--- src/rtl/zx_raster_gen.sv ---
// Raster and interrupt timing generator for the Spectrum video path.
// Produces pixel/line counters, blanking/sync, frame and line interrupts,
// VRAM fetch-slot strobes and the flash phase for 48K, 128K and Pentagon timing.
module zx_raster_gen #(
  parameter int unsigned INT_LEN_48  = 64,
  parameter int unsigned INT_LEN_128 = 72,
  parameter int unsigned FLASH_W     = 5
) (
  input  logic       clk_sys,
  input  logic       reset,
  input  logic       ce_7mn,
  input  logic [1:0] profile,
  input  logic       line_int_ena,
  input  logic [8:0] line_int_line,
  input  logic       line_int_ack,
  output logic [8:0] hc,
  output logic [8:0] vc,
  output logic       border,
  output logic       hblank,
  output logic       hsync,
  output logic       vsync,
  output logic       int_n,
  output logic       line_int,
  output logic       fetch_en,
  output logic [1:0] fetch_phase,
  output logic       shift_load,
  output logic       frame_start,
  output logic       flash,
  output logic [1:0] active_profile
);

  localparam logic [1:0] Prof48       = 2'd0;
  localparam logic [1:0] Prof128      = 2'd1;
  localparam logic [1:0] ProfPentagon = 2'd2;

  // Registered state
  logic [8:0]         hc_q, hc_d;
  logic [8:0]         vc_q, vc_d;
  logic [FLASH_W-1:0] flash_cnt_q, flash_cnt_d;
  logic [6:0]         int_cnt_q, int_cnt_d;
  logic [1:0]         active_profile_q, active_profile_d;
  logic               border_q, border_d;
  logic               hblank_q, hblank_d;
  logic               hsync_q, hsync_d;
  logic               vsync_q, vsync_d;
  logic               int_n_q, int_n_d;
  logic               line_int_q, line_int_d;
  logic               fetch_en_q, fetch_en_d;
  logic [1:0]         fetch_phase_q, fetch_phase_d;
  logic               shift_load_q, shift_load_d;
  logic               frame_start_q, frame_start_d;
  // Border status captured at the start of the most recent fetch slot
  logic               slot_border_q, slot_border_d;

  // Profile constants
  logic [8:0] h_max, v_max;
  logic [8:0] hb_set, hb_clr, hs_set, hs_clr;
  logic [8:0] vs_set, vs_clr;
  logic [8:0] int_line, int_col;
  logic [6:0] int_len;

  // Decoded next position
  logic       hc_wrap, v_wrap;
  logic [8:0] hc_nxt, vc_nxt;
  logic       border_nxt;
  logic       load_pos;

  // Timing constants of the profile currently in force; reserved code falls back to 48K.
  always_comb begin
    h_max    = 9'd447;
    v_max    = 9'd311;
    hb_set   = 9'd312;
    hb_clr   = 9'd416;
    hs_set   = 9'd336;
    hs_clr   = 9'd368;
    vs_set   = 9'd240;
    vs_clr   = 9'd244;
    int_line = 9'd248;
    int_col  = 9'd4;
    int_len  = 7'(INT_LEN_48);
    case (active_profile_q)
      Prof128: begin
        h_max   = 9'd455;
        v_max   = 9'd310;
        hb_clr  = 9'd424;
        hs_set  = 9'd340;
        hs_clr  = 9'd372;
        int_col = 9'd8;
        int_len = 7'(INT_LEN_128);
      end
      ProfPentagon: begin
        v_max    = 9'd319;
        hb_clr   = 9'd420;
        hs_set   = 9'd338;
        hs_clr   = 9'd370;
        vs_set   = 9'd248;
        vs_clr   = 9'd256;
        int_line = 9'd239;
        int_col  = 9'd326;
      end
      default: ;
    endcase
  end

  // Next raster position and the position-derived decodes shared by the outputs.
  always_comb begin
    hc_wrap    = (hc_q == h_max);
    v_wrap     = hc_wrap && (vc_q == v_max);
    hc_nxt     = hc_wrap ? 9'd0 : hc_q + 9'd1;
    vc_nxt     = v_wrap ? 9'd0 : (hc_wrap ? vc_q + 9'd1 : vc_q);
    border_nxt = vc_nxt[8] | (vc_nxt[7] & vc_nxt[6]) | hc_nxt[8];
    load_pos   = (hc_nxt[3:0] == 4'd4) || (hc_nxt[3:0] == 4'd12);
  end

  // Counters, profile latch and raster outputs; everything holds without ce_7mn.
  always_comb begin
    hc_d             = hc_q;
    vc_d             = vc_q;
    flash_cnt_d      = flash_cnt_q;
    active_profile_d = active_profile_q;
    frame_start_d    = frame_start_q;
    border_d         = border_q;
    hblank_d         = hblank_q;
    hsync_d          = hsync_q;
    vsync_d          = vsync_q;
    fetch_en_d       = fetch_en_q;
    fetch_phase_d    = fetch_phase_q;
    shift_load_d     = shift_load_q;
    slot_border_d    = slot_border_q;
    if (ce_7mn) begin
      hc_d          = hc_nxt;
      vc_d          = vc_nxt;
      frame_start_d = v_wrap;
      if (v_wrap) begin
        flash_cnt_d      = flash_cnt_q + FLASH_W'(1);
        active_profile_d = (profile == 2'd3) ? Prof48 : profile;
      end
      border_d      = border_nxt;
      fetch_en_d    = !border_nxt && hc_nxt[3];
      fetch_phase_d = hc_nxt[1:0];
      if (hc_nxt[3:0] == 4'd8) slot_border_d = border_nxt;
      // A load only makes sense if the slot that fed it fetched real pixels.
      shift_load_d  = load_pos && !slot_border_q;
      if (hc_nxt == hb_set) hblank_d = 1'b1;
      else if (hc_nxt == hb_clr) hblank_d = 1'b0;
      if (hc_nxt == hs_set) hsync_d = 1'b1;
      else if (hc_nxt == hs_clr) hsync_d = 1'b0;
      if (vc_nxt == vs_set) vsync_d = 1'b1;
      else if (vc_nxt == vs_clr) vsync_d = 1'b0;
    end
  end

  // Frame interrupt: low from the INT position for exactly int_len ticks.
  always_comb begin
    int_n_d   = int_n_q;
    int_cnt_d = int_cnt_q;
    if (ce_7mn) begin
      if ((vc_nxt == int_line) && (hc_nxt == int_col)) begin
        int_n_d   = 1'b0;
        int_cnt_d = int_len;
      end else if (int_cnt_q != 7'd0) begin
        int_cnt_d = int_cnt_q - 7'd1;
        if (int_cnt_q == 7'd1) int_n_d = 1'b1;
      end
    end
  end

  // Sticky line interrupt; ack works on any clk_sys cycle, a coincident set wins.
  always_comb begin
    line_int_d = line_int_q;
    if (line_int_ack) line_int_d = 1'b0;
    if (ce_7mn && line_int_ena && (vc_nxt == line_int_line) && (hc_nxt == 9'd0)) begin
      line_int_d = 1'b1;
    end
  end

  // State register with synchronous reset.
  always_ff @(posedge clk_sys) begin
    if (reset) begin
      hc_q             <= 9'd0;
      vc_q             <= 9'd0;
      flash_cnt_q      <= '0;
      int_cnt_q        <= 7'd0;
      active_profile_q <= Prof48;
      border_q         <= 1'b0;
      hblank_q         <= 1'b0;
      hsync_q          <= 1'b0;
      vsync_q          <= 1'b0;
      int_n_q          <= 1'b1;
      line_int_q       <= 1'b0;
      fetch_en_q       <= 1'b0;
      fetch_phase_q    <= 2'd0;
      shift_load_q     <= 1'b0;
      frame_start_q    <= 1'b0;
      slot_border_q    <= 1'b1;
    end else begin
      hc_q             <= hc_d;
      vc_q             <= vc_d;
      flash_cnt_q      <= flash_cnt_d;
      int_cnt_q        <= int_cnt_d;
      active_profile_q <= active_profile_d;
      border_q         <= border_d;
      hblank_q         <= hblank_d;
      hsync_q          <= hsync_d;
      vsync_q          <= vsync_d;
      int_n_q          <= int_n_d;
      line_int_q       <= line_int_d;
      fetch_en_q       <= fetch_en_d;
      fetch_phase_q    <= fetch_phase_d;
      shift_load_q     <= shift_load_d;
      frame_start_q    <= frame_start_d;
      slot_border_q    <= slot_border_d;
    end
  end

  assign hc             = hc_q;
  assign vc             = vc_q;
  assign border         = border_q;
  assign hblank         = hblank_q;
  assign hsync          = hsync_q;
  assign vsync          = vsync_q;
  assign int_n          = int_n_q;
  assign line_int       = line_int_q;
  assign fetch_en       = fetch_en_q;
  assign fetch_phase    = fetch_phase_q;
  assign shift_load     = shift_load_q;
  assign frame_start    = frame_start_q;
  assign flash          = flash_cnt_q[FLASH_W-1];
  assign active_profile = active_profile_q;

endmodule

--- config.mk ---
export PLATFORM = sky130hd
export DESIGN_NAME = zx_raster_gen
export DESIGN_NICKNAME = d
export VERILOG_FILES = /design/src/rtl/zx_raster_gen.sv
export SDC_FILE = /design/constraint.sdc
export NUM_CORES = 1
export LEC_CHECK = 0
export ABC_AREA = 1
export CORE_MARGIN = 2
export CORE_UTILIZATION = 35
export DETAILED_ROUTE_END_ITERATION = 8
export DONT_BUFFER_PORTS = 1
export GPL_TIMING_DRIVEN = 1
export HOLD_SLACK_MARGIN = 0.05
export SYNTH_ARGS = -nofsm -noshare
export SYNTH_HDL_FRONTEND = slang
export SYNTH_SLANG_ARGS = --single-unit
export TNS_END_PERCENT = 30
--- constraint.sdc ---
create_clock -name clk_sys -period 3 [get_ports clk_sys]
set_clock_uncertainty 0.05 [all_clocks]
set_input_delay 0.6 -clock clk_sys [delete_from_list [all_inputs] [get_ports clk_sys]]
set_output_delay 0.6 -clock clk_sys [all_outputs]
set_load 0.01 [all_outputs]
==> results of run 1 <==
where the power goes:
group / total (uW) / internal (uW) / switching [uW]
Combinational: 437 / 169 / 269
Clock: 463 / 248 / 216
Sequential: 666 / 608 / 58.4
Total: 1570 / 1020 / 543
how the worst min path moves through the flow:
stage / endpoint / slack, ps
after detailed placement: flash_cnt_q[3] / 420
after global placement: flash_cnt_q[3] / 410
final: vsync / 310
after floorplan: flash_cnt_q[3] / 400
after global routing: fetch_en / 290
after CTS: hc[8] / 300
worst reg2reg max path: cells and delay by family, from the launching register on:
| family | cells | cell delay (ps) |
|---|---|---|
| AO/OA/AOI/OAI | 2 | 560 |
| buffers and inverters | 2 | 160 |
| flip-flops | 1 | 520 |
| AND/OR/NAND/NOR | 11 | 1230 |
cell type report:
| type | instances | share of cell area |
|---|---|---|
| Sequential cell | 42 | 0.2728 |
| Clock inverter | 3 | 0.01462 |
| Tap cell | 105 | 0.04263 |
| Inverter | 59 | 0.07186 |
| Timing Repair Buffer | 5 | 0.01218 |
| Clock buffer | 5 | 0.02233 |
| Multi-Input combinational cell | 343 | 0.5635 |
metal layers:
metal | share of wire | track usage | wire length [um] | vias up
li1 | - | - | - | 1487
met1 | 0.45 | 0.2434 | 3606 | 1340
met2 | 0.46 | 0.2982 | 3696 | 92
met3 | 0.072 | 0.04948 | 574 | 15
met4 | 0.017 | 0.05193 | 133 | 0
met5 | 0 | 0 | 0 | -
through the flow:
| step | hold WS [ps] | cell area, um2 | utilization | power, uW | worst slack (ps) |
|---|---|---|---|---|---|
| after CTS | 296.7 | 3082 | 0.3808 | 1577 | 382.3 |
| after global routing | 290.4 | 3082 | 0.3808 | 1681 | 91.75 |
| after detailed placement | 423.9 | 2968 | 0.3667 | 1111 | 410.3 |
| final | 305.3 | 3082 | 0.3808 | 1567 | 377.0 |
| after global placement | 411.7 | 2968 | 0.3667 | 1107 | 442.3 |
| after floorplan | 397.7 | 2869 | - | 1033 | 738.1 |
cell families after synthesis:
logic type	Yosys count	synth area share
xor gates and xnor gates	13	0.03969
and+or+nand+nor	240	0.3768
AOI/OAI and AO/OA	84	0.1627
adders and majority gates	6	0.02617
DFF	42	0.2931
buffers and inverters	73	0.1016
flip-flops by register name, indices dropped and copies added, names as in the netlist:
register        flops
hc                  9
vc                  9
int_cnt_q           7
flash_cnt_q         5
active_profile      2
border              1
fetch_en            1
frame_start         1
hblank              1
hsync               1
int_n               1
line_int            1
shift_load          1
slot_border_q       1
vsync               1
cells in the final DEF, fill, tap and decap left out, types with 2 or more instances in the layout:
master / synthesis / layout
dfxtp_1: 42 / 42
nand4_1: 9 / 9
nand2_1: 104 / 104
ha_1: 6 / 6
nor3_1: 10 / 10
o21ai_1: 2 / 2
clkinvlp_4: 0 / 2
xor2_1: 10 / 10
clkbuf_8: 0 / 5
inv_2: 2 / 2
nand2_2: 9 / 9
o2111ai_1: 2 / 2
inv_1: 57 / 57
buf_4: 2 / 5
nand3_1: 31 / 31
nor2_2: 5 / 5
nor2_1: 57 / 57
xnor2_1: 3 / 3
a211oi_1: 2 / 2
a21oi_1: 36 / 36
nand3b_1: 2 / 2
o211ai_1: 4 / 4
o21ai_2: 2 / 2
or2_2: 4 / 4
nor4_1: 2 / 2
o21ai_0: 30 / 30
==> key figures, run 1 <==
Outcome
  • Run status: finished clean

STA
  • Minimum clock period after layout: 2623 ps
  • RSZ-0062 raised after global routing: false
  • Max-slew headroom: 0.4974
  • Fin Setup TNS: 0 ps
  • Tightest Pin Transition: 753.0 ps
  • Final period util: 0.8743
  • FMAX: 0.3812 GHz
  • Hold Violations, Final: 0
  • Final Max Slew Viols: 0
  • Final setup fails: 0

Placed design
  • Routability cong.: 0.8994
  • Port Buffers: 0
  • Post-Place Cells: 554
  • Hpwl dp: 6.068 mm

Yosys
  • Synth warn: 0
  • Top area cells in the synthesized netlist: dfxtp_1 (29%), nand2_1 (14%), inv_1 (7.5%)
  • Synth cell count leaders: nand2_1 (104), inv_1 (57), nor2_1 (57), dfxtp_1 (42), a21oi_1 (36)
  • Syn nets: 480
  • Post-synth EDFFs: 0
  • Syn Std Cell Area: 2869 um2
  • Async SR Flop Fraction: 0
  • Post-synth top area share: 0.2931
  • Synth unique cells: 41
  • Synthesized flop and latch total: 42
  • Main synth FF type: dfxtp_1
  • Syn_area_per_cell: 6.264 um2
  • Cell with the most instances after synthesis: nand2_1
  • Yosys top cell by area: dfxtp_1
  • Post-synthesis sequential area ratio: 0.2931
  • Syn Inst Count: 458

Route
  • Wire length per cell: 14.25 um
  • Drt drc: 0
  • Wirelength, routed: 8.009 mm
  • Drt via density: 5.221
  • Pre-Repair DR Iteration Count: 5
  • Antenna Nets Post-Route: 0
  • First-iteration detailed-routing DRC count: 228
  • Via count: 2934

Setup path
  • Critical path's top delay family: simple AND/OR/NAND/NOR gates
  • R2r startpoint: hc[3]
  • CP required: 3150 ps
  • Crit Path Class: register to register
  • CP Buf/Inv Count: 2
  • Element type at the critical path end: register
  • CP Max Fanout: 15
  • R2R Path End: int_cnt_q[3]
  • Most used cell, CP: nand2_1
  • Worst reg2reg setup slack: 380 ps
  • Setup crit end: int_cnt_q[3]
  • Slowest cell delay on critical path: 520 ps
  • Worst-path cell chain: inv_1 > nor2_1 > nand3_2 > nand2_4 > nand3_4 > o21ai_1 > nand2_1 > o21ai_2 > nand2_1 > inv_1 > nand2_1 > nand2_1 > nand2_1 > nor2_1 > nor2_1
  • Slowest stage cell, crit path: dfxtp_1
  • Crit path DAT: 2770 ps
  • Worst Reg-to-Reg Cells: 15
  • Crit path launch: hc[3]
  • Number of cells on the critical path: 15
  • Startpoint types: register

Finish
  • Antenna diode count: 0
  • Filler cell count: 887
  • FF/Latch Area: 840.8 um2
  • Layout cells sized above 1: 0.08753
  • Final #Nets: 478
  • Multi-input combinational cell area: 1737 um2
  • Area grow syn2layout: 7.414%
  • Layout Cells excl Fill: 562

Die
  • Core Area: 8093 um2
  • Die Area: 8938 um2
  • Die Wd: 94.54 um
  • I/O Pins: 48
  • Die Y-Extent: 94.54 um
  • Site Rows: 33
  • Initial Util: 0.3545

Clock tree
  • Sink Count: 42
  • Clock Tree Buf Depth: 2
  • Clock slew at reported path FFs: 90 ps
  • H-tree levels: 2
  • Cts repair resizes: 0
  • Post-CTS setup buffer count: 0
  • Num CTS Buffers: 5
  • Clk Latency, worst-skew pair: 300 ps
  • Clock Root Buffer: clkbuf_8
  • # hold bufs at CTS: 0
  • CTS tree: done

Global route
  • Largest net degree at the start of global routing: 40
  • First-pass GRT wire length: 12.97 mm
  • Gr usage total: 0.1848
  • Antenna violations before repair: 0
  • Global route total overflow: 0
  • Vias in the first global route: 2708

Power and ir drop
  • Pwr Density: 508.4 nW/um2
  • P_leak: 0.001306 uW
  • Max VDD drop: 0.2963 mV

Job
  • Max_cap viols: 0

Worst hold path
  • Hold path start: reset
  • Worst Hold Class: input pin to register
  • Hold path cells: 1
Power figures use the tool's default switching activity.
==> run 2, diff against run 1 <==
- GPL_ROUTABILITY_DRIVEN: unset -> 0
- MAX_ROUTING_LAYER: unset -> met4
==> run 2 against run 1 <==
Net effect:
- design area did not move
- first-iteration DRC count shrank 21%
- largest cell class unchanged
- sequential share of layout area unchanged
- clock-buffer cell count unchanged
- via count increased by 0.37%
- critical path type unchanged
- sequential power barely moved
- highest routed layer unchanged
- maximum frequency down 0.56%
- largest power group unchanged
- clock power hardly changed
==> key figures, run 2 (same netlist as run 1, synthesis figures left out) <==
Global route
  • Largest net degree at the start of global routing: 40 (unchanged)
  • Vias in the first global route: 2714 (+0.22%)
  • Gr usage total: 0.1902 (+0.005343)
  • Global route total overflow: 0 (unchanged)
  • Antenna violations before repair: 0 (unchanged)
  • First-pass GRT wire length: 12.94 mm (-0.16%)

Clock tree
  • # hold bufs at CTS: 0 (unchanged)
  • Num CTS Buffers: 5 (unchanged)
  • CTS tree: done
  • Post-CTS setup buffer count: 0 (unchanged)
  • Clock Root Buffer: clkbuf_8
  • Cts repair resizes: 0 (unchanged)
  • Clock slew at reported path FFs: 90 ps (about the same)
  • Clock Tree Buf Depth: 2 (unchanged)
  • H-tree levels: 2 (unchanged)
  • Sink Count: 42 (unchanged)
  • Clk Latency, worst-skew pair: 300 ps (about the same)

Finish
  • Layout cells sized above 1: 0.08753 (unchanged)
  • Area grow syn2layout: 7.414% (unchanged)
  • Filler cell count: 887 (unchanged)
  • Antenna diode count: 0 (unchanged)
  • Most frequent cells in the layout: nand2_1 (104), inv_1 (57), nor2_1 (57)
  • Final #Nets: 478 (unchanged)
  • Most common cell after layout, fill and taps aside: nand2_1

Power and ir drop
  • Pwr Density: 508.9 nW/um2 (+0.10%)
  • P_leak: 0.001306 uW (unchanged)
  • Max VDD drop: 0.2975 mV (+0.41%)

Placed design
  • Hpwl dp: 6.068 mm (unchanged)
  • Place WS: 410.3 ps (unchanged)
  • Port Buffers: 0 (unchanged)

Die
  • Die Area: 8938 um2 (unchanged)
  • Die Y-Extent: 94.54 um (unchanged)
  • Initial Util: 0.3545 (unchanged)
  • I/O Pins: 48 (unchanged)
  • Die Wd: 94.54 um (unchanged)
  • Site Rows: 33 (unchanged)
  • Core Area: 8093 um2 (unchanged)

STA
  • Tightest Pin Transition: 757.0 ps (+3.979 ps)
  • RSZ-0062 raised after global routing: false
  • Minimum clock period after layout: 2638 ps (+14.89 ps)
  • Final Max Slew Viols: 0 (unchanged)
  • Fin Setup TNS: 0 ps (unchanged)
  • Final period util: 0.8793 (+0.004965)
  • FMAX: 0.3791 GHz (-0.56%)
  • Max-slew headroom: 0.4948 (-0.002655)
  • Final setup fails: 0 (unchanged)
  • Setup slack after layout: 362.1 ps (-14.89 ps)
  • Hold Violations, Final: 0 (unchanged)

Route
  • First-iteration detailed-routing DRC count: 181 (-21%)
  • Pre-Repair DR Iteration Count: 5 (unchanged)
  • Antenna Nets Post-Route: 0 (unchanged)
  • Drt drc: 0 (unchanged)
  • Wirelength, routed: 8.038 mm (+0.36%)
  • Wire length per cell: 14.30 um (+0.36%)
  • Via count: 2945 (+0.37%)
  • Drt via density: 5.240 (+0.37%)

Worst hold path
  • Hold path cells: 1 (unchanged)
  • Worst Hold Class: input pin to register

Setup path
  • Worst Reg-to-Reg Cells: 14 (-1)
  • CP Max Fanout: 15 (unchanged)
  • Startpoint types: register
  • Crit Path Class: register to register
  • Element type at the critical path end: register
  • Crit path DAT: 2830 ps (+60 ps)
  • CP required: 3190 ps (+40 ps)

Job
  • Max_cap viols: 0 (unchanged)

Outcome
  • Run status: finished clean
## run 2: cell counts in the layout (fill, tap and decap cells not counted)
No cell type changed its count.
## run 2: metrics by stage
stage               hold slack [ps]  area [um2]  cells  total power (uW)  utilization
floorplan                     397.7        2869    458              1033            -
global placement              411.7        2968    554              1107       0.3667
detailed placement            423.9        2968    554              1111       0.3667
CTS                           296.7        3082    562              1577       0.3808
global route                  290.4        3082    562              1680       0.3808
finish                        304.2        3082    562              1568       0.3808
## run 2: final cells by class
type | count | area (um2) | area share
Clock buffer | 5 | 68.82 | 0.02233
Timing Repair Buffer | 5 | 37.54 | 0.01218
Clock inverter | 3 | 45.04 | 0.01462
Multi-Input combinational cell | 343 | 1737 | 0.5635
Sequential cell | 42 | 840.8 | 0.2728
Inverter | 59 | 221.5 | 0.07186
Tap cell | 105 | 131.4 | 0.04263
## run 2: layer usage
layer | wire, um | vias up | GRT usage
met5 | 0 | - | -
met4 | 144 | 0 | 0.05193
met3 | 604 | 18 | 0.04469
met2 | 3684 | 103 | 0.2964
met1 | 3605 | 1334 | 0.2478
li1 | - | 1490 | -
## run 2: final timing paths
path	startpoint	endpoint	slack [ps]
max	hc[3]	int_cnt_q[3]	360
min	reset	vsync	300
max reg2reg	hc[3]	int_cnt_q[3]	360
min reg2reg	flash_cnt_q[3]	flash_cnt_q[3]	430
## run 2: critical path: stages (launching register included)
cell and delay, ps:
dfxtp_1 520, inv_1 100, nor2_1 170, nand3_2 110, nand2_4 130, nand3_4 180
nor2_1 180, xor2_1 170, nor2_2 200, nand2_1 70, nor2_1 170, nand4_2 210
nand3_1 120, nand2_1 60, nor2_1 130
## run 2: power breakdown
group	switching, uW	internal, uW
Clock	217	248
Sequential	58.7	608
Combinational	268	169
Total	544	1020
==> run 3, diff against run 2 <==
- HOLD_SLACK_MARGIN: 0.05 -> unset
- RECOVER_POWER: unset -> 100
==> run 3 against run 2 <==
Net effect:
- final cell count stayed put
- maximum frequency is 0.81% lower
- via count is 0.34% higher
- total power is 0.41% lower
- combinational power hardly changed
- largest cell class unchanged
- highest routed layer unchanged
==> key figures, run 3 (same netlist as run 1, synthesis figures left out) <==
Clock tree
  • Clk Latency, worst-skew pair: 300 ps (about the same)
  • Sink Count: 42 (unchanged)
  • Post-CTS setup buffer count: 0 (unchanged)
  • Clock slew at reported path FFs: 90 ps (about the same)
  • Cts repair resizes: 0 (unchanged)
  • Num CTS Buffers: 5 (unchanged)
  • Clock Root Buffer: clkbuf_8
  • H-tree levels: 2 (unchanged)
  • # hold bufs at CTS: 0 (unchanged)
  • Clock Tree Buf Depth: 2 (unchanged)
  • CTS tree: done

Power and ir drop
  • Sw power: 540.8 uW (-0.57%)
  • Pwr Density: 512.2 nW/um2 (+0.65%)
  • P_leak: 0.001288 uW (-1.4%)
  • Tot Pwr: 1562 uW (-0.41%)
  • Part of the power in combinational logic: 0.278 (about the same)
  • Clock share of power: 0.296 (about the same)
  • Cell Int Power: 1021 uW (-0.33%)
  • Max VDD drop: 0.2942 mV (-1.1%)
  • Net Sw Frac: 0.3463 (-0.0005435)
  • Register share of total power: 0.427 (+0.002)

Die
  • Die Wd: 94.54 um (unchanged)
  • Die Y-Extent: 94.54 um (unchanged)
  • Initial Util: 0.3545 (unchanged)
  • Die Area: 8938 um2 (unchanged)
  • Site Rows: 33 (unchanged)
  • I/O Pins: 48 (unchanged)
  • Core Area: 8093 um2 (unchanged)

STA
  • Hold Violations, Final: 0 (unchanged)
  • Max-slew headroom: 0.4964 (+0.001581)
  • Tightest Pin Transition: 754.6 ps (-2.370 ps)
  • Worst Hold Slack: 304.5 ps (+0.3100 ps)
  • RSZ-0062 raised after global routing: false
  • FMAX: 0.3760 GHz (-0.81%)
  • Final Max Slew Viols: 0 (unchanged)
  • Final period util: 0.8864 (+0.007139)
  • Minimum clock period after layout: 2659 ps (+21.42 ps)
  • Fin Setup TNS: 0 ps (unchanged)
  • Final setup fails: 0 (unchanged)

Route
  • Met2 WL post-DR: 3.668 mm (-0.43%)
  • Wirelength, routed: 8.024 mm (-0.17%)
  • Pre-Repair DR Iteration Count: 5 (unchanged)
  • Antenna Nets Post-Route: 0 (unchanged)
  • Metal3 WL: 588 um (-2.6%)
  • Max Used Layer: met4
  • Drt via density: 5.258 (+0.34%)
  • First-iteration detailed-routing DRC count: 210 (+16%)
  • Via count: 2955 (+0.34%)
  • Wire length per cell: 14.28 um (-0.17%)
  • WL met1: 3.646 mm (+1.1%)
  • Drt drc: 0 (unchanged)

Worst hold path
  • End of the worst hold path: vsync
  • Worst Hold Class: input pin to register
  • Hold path start: reset
  • Hold path cells: 1 (unchanged)

Finish
  • FF/Latch Area: 840.8 um2 (unchanged)
  • Multi-input combinational cell area: 1719 um2 (-1.0%)
  • Most frequent cells in the layout: nand2_1 (110), nor2_1 (58), inv_1 (57)
  • Most common cell after layout, fill and taps aside: nand2_1
  • Post-layout util: 0.3768 (-0.004020)
  • Filler cell count: 897 (+1.1%)
  • Layout cells sized above 1: 0.06346 (-0.02407)
  • Final #Nets: 478 (unchanged)
  • Antenna diode count: 0 (unchanged)
  • Area grow syn2layout: 6.280%

Global route
  • First-pass GRT wire length: 12.94 mm (unchanged)
  • Gr usage total: 0.1902 (unchanged)
  • Vias in the first global route: 2714 (unchanged)
  • Antenna violations before repair: 0 (unchanged)
  • Global route total overflow: 0 (unchanged)
  • Largest net degree at the start of global routing: 40 (unchanged)

Setup path
  • Worst Reg-to-Reg Cells: 16 (+2)
  • R2R Path End: int_cnt_q[3]
  • Worst reg2reg setup slack: 340 ps (-20 ps)
  • Crit Path Class: register to register
  • R2r startpoint: hc[3]
  • CP required: 3190 ps (about the same)
  • CP Max Fanout: 15 (unchanged)
  • Crit path DAT: 2850 ps (+20 ps)
  • Startpoint types: register
  • Element type at the critical path end: register

Outcome
  • Run status: finished clean

Placed design
  • Hpwl dp: 6.068 mm (unchanged)
  • Port Buffers: 0 (unchanged)

Job
  • Max_cap viols: 0 (unchanged)
-- run 3: cell types whose count changed in the layout (fill, tap and decap cells not counted), sizes merged --
cell / previous run / this run
buf: 5 / 1
clkbuf: 5 / 9
-- run 3: stage by stage --
| stage | std cells | setup slack [ps] | area (um2) |
|---|---|---|---|
| 2_1_floorplan | 458 | 738.1 | 2869 |
| 5_1_grt | 562 | 64.79 | 3049 |
| 6_report | 562 | 340.7 | 3049 |
| 3_3_place_gp | 554 | 442.3 | 2968 |
| 4_1_cts | 562 | 382.3 | 3082 |
| 3_5_place_dp | 554 | 410.3 | 2968 |
-- run 3: how the worst max path moves through the flow --
stage / startpoint / endpoint / slack, ps
finish: hc[3] / int_cnt_q[3] / 340
global route: hc[3] / int_n / 60
CTS: hc[3] / int_cnt_q[3] / 380
detailed placement: hc[3] / int_cnt_q[3] / 410
global placement: hc[3] / int_cnt_q[0] / 440
floorplan: hc[0] / int_cnt_q[3] / 740
-- run 3: final cells by class --
class / instances / share of cell area
clock buffer: 5 / 0.02257
clock inverter: 3 / 0.01477
inverter: 59 / 0.07263
multi-input combinational: 343 / 0.5638
sequential: 42 / 0.2757
tap: 105 / 0.04309
timing repair buffer: 5 / 0.007386
-- run 3: power by group through the flow --
stage,combinational (uW),clock (uW),sequential [uW]
floorplan,365,0,668
finish,434,462,667
global placement,429,0,678
CTS,435,476,666
global route,503,498,675
detailed placement,432,0,679
-- run 3: routing by layer --
| metal | GRT usage | vias to the layer above |
|---|---|---|
| met2 | 0.2964 | 107 |
| met5 | - | - |
| met4 | 0.05193 | 0 |
| met1 | 0.2478 | 1346 |
| met3 | 0.04469 | 11 |
| li1 | - | 1491 |
-- run 3: worst max-delay path, cell delays in order, from the launching register on --
cell	delay (ps)
dfxtp_1	520
inv_1	100
nor2_1	170
nand3_2	110
nand2_4	120
nand3_4	170
nand2_1	190
inv_2	80
nand2_1	100
nand2_1	120
nor2_1	120
nand2_1	60
nor2_1	170
nand4_2	200
nand3_1	120
nand2_1	60
nor2_1	130
==> edit 1, RTL diff (config.mk and constraints of run 1) <==
Make the reset (`reset`) asynchronous in one clocked block. Comments in the files are not updated.
--- a/src/rtl/zx_raster_gen.sv
+++ b/src/rtl/zx_raster_gen.sv
@@ -177,3 +177,3 @@
   // State register with synchronous reset.
-  always_ff @(posedge clk_sys) begin
+  always_ff @(posedge clk_sys or posedge reset) begin
     if (reset) begin
Behaviour: differs if reset is asserted again (counterexample within 4 cycles, from zero or initial values and one cycle with reset high); with reset held inactive, the same outputs for 10 cycles.
==> edit 1 against run 1 <==
Routed wire length fell by 9.4%. Cell count down 8.0%. Synthesized area up 1.0%. Worst setup slack improved by 0.023 ns. Final area up 1.7%. Power up 28%. Largest cell class unchanged. Sequential cell count unchanged. Global-route usage down 1.2 points. Sequential power grew 28%.
==> edit 1: results (changes against run 1) <==
p_leak_nw: 1.54  # +18%
wl_met2_um: 3250  # -12%
multi_input_cells: 304  # -11%
syn_to_final_growth_pct: 8.12
seq_share_pct: 33.6  # +6.3 points
status: "completed"
grt_use_total_pct: 17.2  # -1.2 points
reg2reg_from: "active_profile[0]$_DFFE_PP0P_"
synth_flop_cell: "dfrtp_1"
grt_first_pass_wirelength_um: 12300  # -5.3%
multiInputGateArea_um2: 1590  # -8.4%
async_flop_share_pct: 100  # +100 points
netlist_instances: 407  # -11%
nonClkBufAreaFrac_pct: 1.68  # +0.46 points
design.seq.count: 42  # unchanged
avgRoutedWirePerCell_um: 14.0  # -1.5%
grt_pass1_vias: 2499  # -7.7%
ys_top_cells_by_count: "nand2_1 (119), inv_1 (41), dfrtp_1 (40)"
hp-class: "in -> async"
dp.cells: 509  # -8.1%
n_all_inverters: 51  # -14%
nets: 433  # -9.4%
crit_arrival_ns: 2.74  # -0.03 ns
whs_ns: 0.187  # -0.118 ns
wirelength_um: 7260  # -9.4%
via_count: 2620  # -11%
grt_max_degree: 35  # -13%
synthTopCellsByArea: "dfrtp_1 (35%), nand2_1 (15%), nand3_1 (5.9%), inv_1 (5.3%), xor2_1 (4.8%)"
place_ws_ns: 0.389  # -0.0215 ns
edit 1: changes by cell type after synthesis, moves of 4 or more:
cell and change:
dfxtp_1 -42, dfrtp_1 +40, a21oi_1 -30, nor2_1 -28, inv_1 -16, nand2_1 +15
inv_2 +8, xor2_1 +6, o21ai_0 -5, nand2_2 +4, o211ai_1 -4
edit 1: logic make-up (layout without fill, tap and decap cells):
| family | count (synthesis) | in the layout | synth area share (%) |
|---|---|---|---|
| flops | 42 | 42 | 36.4 |
| fa+ha+maj | 6 | 6 | 2.59 |
| buf+inv | 61 | 66 | 8.76 |
| compound gates | 42 | 42 | 7.99 |
| xor+xnor | 22 | 22 | 6.65 |
| mux | 1 | 1 | 0.389 |
| simple gates | 233 | 233 | 37.3 |
edit 1: where the power goes:
part,internal (mW),switching [mW]
registers,0.687,0.163
logic,0.242,0.445
clock network,0.248,0.216
edit 1: routing by layer:
layer,global-route usage [%],vias to the layer above
met2,27.2,80
met5,0,-
met3,4.07,12
li1,-,1307
met4,4.95,0
met1,23.5,1221
==> edit 2, RTL diff (flow settings as in run 1) <==
Without the edit above. `FLASH_W`: 5 -> 10.
--- a/src/rtl/zx_raster_gen.sv
+++ b/src/rtl/zx_raster_gen.sv
@@ -6,3 +6,3 @@
   parameter int unsigned INT_LEN_128 = 72,
-  parameter int unsigned FLASH_W     = 5
+  parameter int unsigned FLASH_W     = 10
 ) (
Behaviour: no difference found for any inputs over 10 cycles, from zero or initial values and one cycle with reset high; that may be too few to reach the edited logic, so the function may still have changed.
==> edit 2 against run 1 <==
Sequential cell count is 5 higher. Synthesized area is 10% higher. Power is 3.8% higher. Worst setup slack better by 0.019 ns. Clock power is 4.8% higher. Die area is 10% higher. Final area is 11% higher. Synthesized cell count is 1.7% higher. Routed wire length is 1.9% higher. Count of clock-buffer cells in the layout stayed put. First-iteration DRC count is 29% lower. Sequential power is 9.0% higher. Cell count is 3.0% higher.
==> edit 2: results (changes against run 1) <==
tightestPinTransition_ns: 0.806  # +0.0532 ns
wirelength_um: 8160  # +1.9%
hold_start: "reset"
layout-drive-gt1-share_pct: 12.1  # +3.3 points
grtUsageMet3_pct: 3.23  # -1.7 points
grt_use_total_pct: 16.8  # -1.6 points
synthTopCellsByArea: "dfxtp_1 (30%), nand2_1 (11%), inv_1 (7.1%), a21oi_1 (6.6%), nor2_1 (6.2%)"
min_path_cells: 1  # unchanged
critPathMaxStageDelay_ns: 0.48  # -0.04 ns
reg2reg_from: "active_profile[1]$_SDFFE_PP0P_"
syn-num-nets: 488  # +1.7%
status: "completed"
crit_arrival_ns: 2.79  # +0.02 ns
yosysSeqAreaShare_pct: 29.7  # +0.38 points
syn_area_per_cell_um2: 6.80  # +8.6%
p_leak_nw: 1.56  # +19%
drt_iter0_markers: 162  # -29%
cp_slowest_cell: "dfxtp_1"
gp_congestion: 0.959  # +6.6%
port_buffers: 0  # unchanged
ant_nets: 0  # unchanged
grt_pass1_vias: 2772  # +2.4%
synth_cell_types: 43  # +4.9%
nets: 492  # +2.9%
grt_use_met1_pct: 22.2  # -2.2 points
peakVddDrop_mv: 0.289  # -2.3%
n_fill_cell: 940  # +6.0%
grt_first_pass_wirelength_um: 13500  # +4.5%
ys_top_cells_by_count: "nand2_1 (96), inv_1 (60), nor2_1 (52)"
n_antenna_cell: 0  # unchanged
gr-usage-met2_pct: 28.3  # -1.5 points
viasPerCell: 5.03  # -3.7%
dp.cells: 571  # +3.1%
ff2ff_path_depth: 16  # +1
dpl.hpwl_um: 6270  # +3.4%
first_pass_iters: 4  # -1
avgRoutedWirePerCell_um: 14.1  # -1.1%
grt_max_degree: 35  # -13%
[edit 2: cell count changes in the layout (fill, tap and decap cells not counted), sizes merged, moves of 5 or more]
cell	delta
nand2	-8
a21oi	+7
o21ai	-6
dfxtp	+5
inv	+5
[edit 2: worst paths after layout]
path	endpoint	slack (ns)
max	int_n$_SDFFE_PP1P_	0.40
min	line_int$_SDFFE_PP0P_	0.30
max reg2reg	int_n$_SDFFE_PP1P_	0.40
min reg2reg	int_cnt_q[6]$_SDFFE_PP0P_	0.41
[edit 2: cell families after synthesis]
logic type / Yosys count / share of synthesized area (%)
and+or+nand+nor: 237 / 38.9
AOI/OAI and AO/OA: 81 / 14.1
buffers and inverters: 77 / 9.95
DFF: 47 / 29.7
xor gates and xnor gates: 18 / 4.97
adders and majority gates: 6 / 2.37
[edit 2: cell type report]
| class | count | share of cell area [%] |
|---|---|---|
| Timing Repair Buffer | 9 | 1.98 |
| Clock buffer | 5 | 2.02 |
| Clock inverter | 3 | 1.28 |
| Tap cell | 108 | 3.96 |
| Inverter | 65 | 7.15 |
| Multi-Input combinational cell | 342 | 56.0 |
| Sequential cell | 47 | 27.6 |
[edit 2: routing by layer]
metal | routed length, um | part of all wire (%)
met2 | 3880 | 47
met1 | 3710 | 45
met5 | 0 | 0
met3 | 481 | 5.9
met4 | 94 | 1.2
[edit 2: per-stage QoR]
stage	cell area, um^2	setup slack, ns	util (%)	power [mW]
final	3410	0.396	38.9	1.63
after global routing	3410	0.131	38.9	1.75
after CTS	3410	0.357	38.9	1.65
after detailed placement	3300	0.376	37.7	1.16
after global placement	3300	0.416	37.7	1.15
after floorplan	3170	0.669	-	1.08
[edit 2: power by group]
group	switching (mW)	total, mW	internal (mW)	leakage [nW]
registers	0.0504	0.726	0.676	0.383
logic	0.263	0.415	0.152	1.12
clock network	0.236	0.485	0.249	0.0581
total	0.550	1.63	1.08	1.56
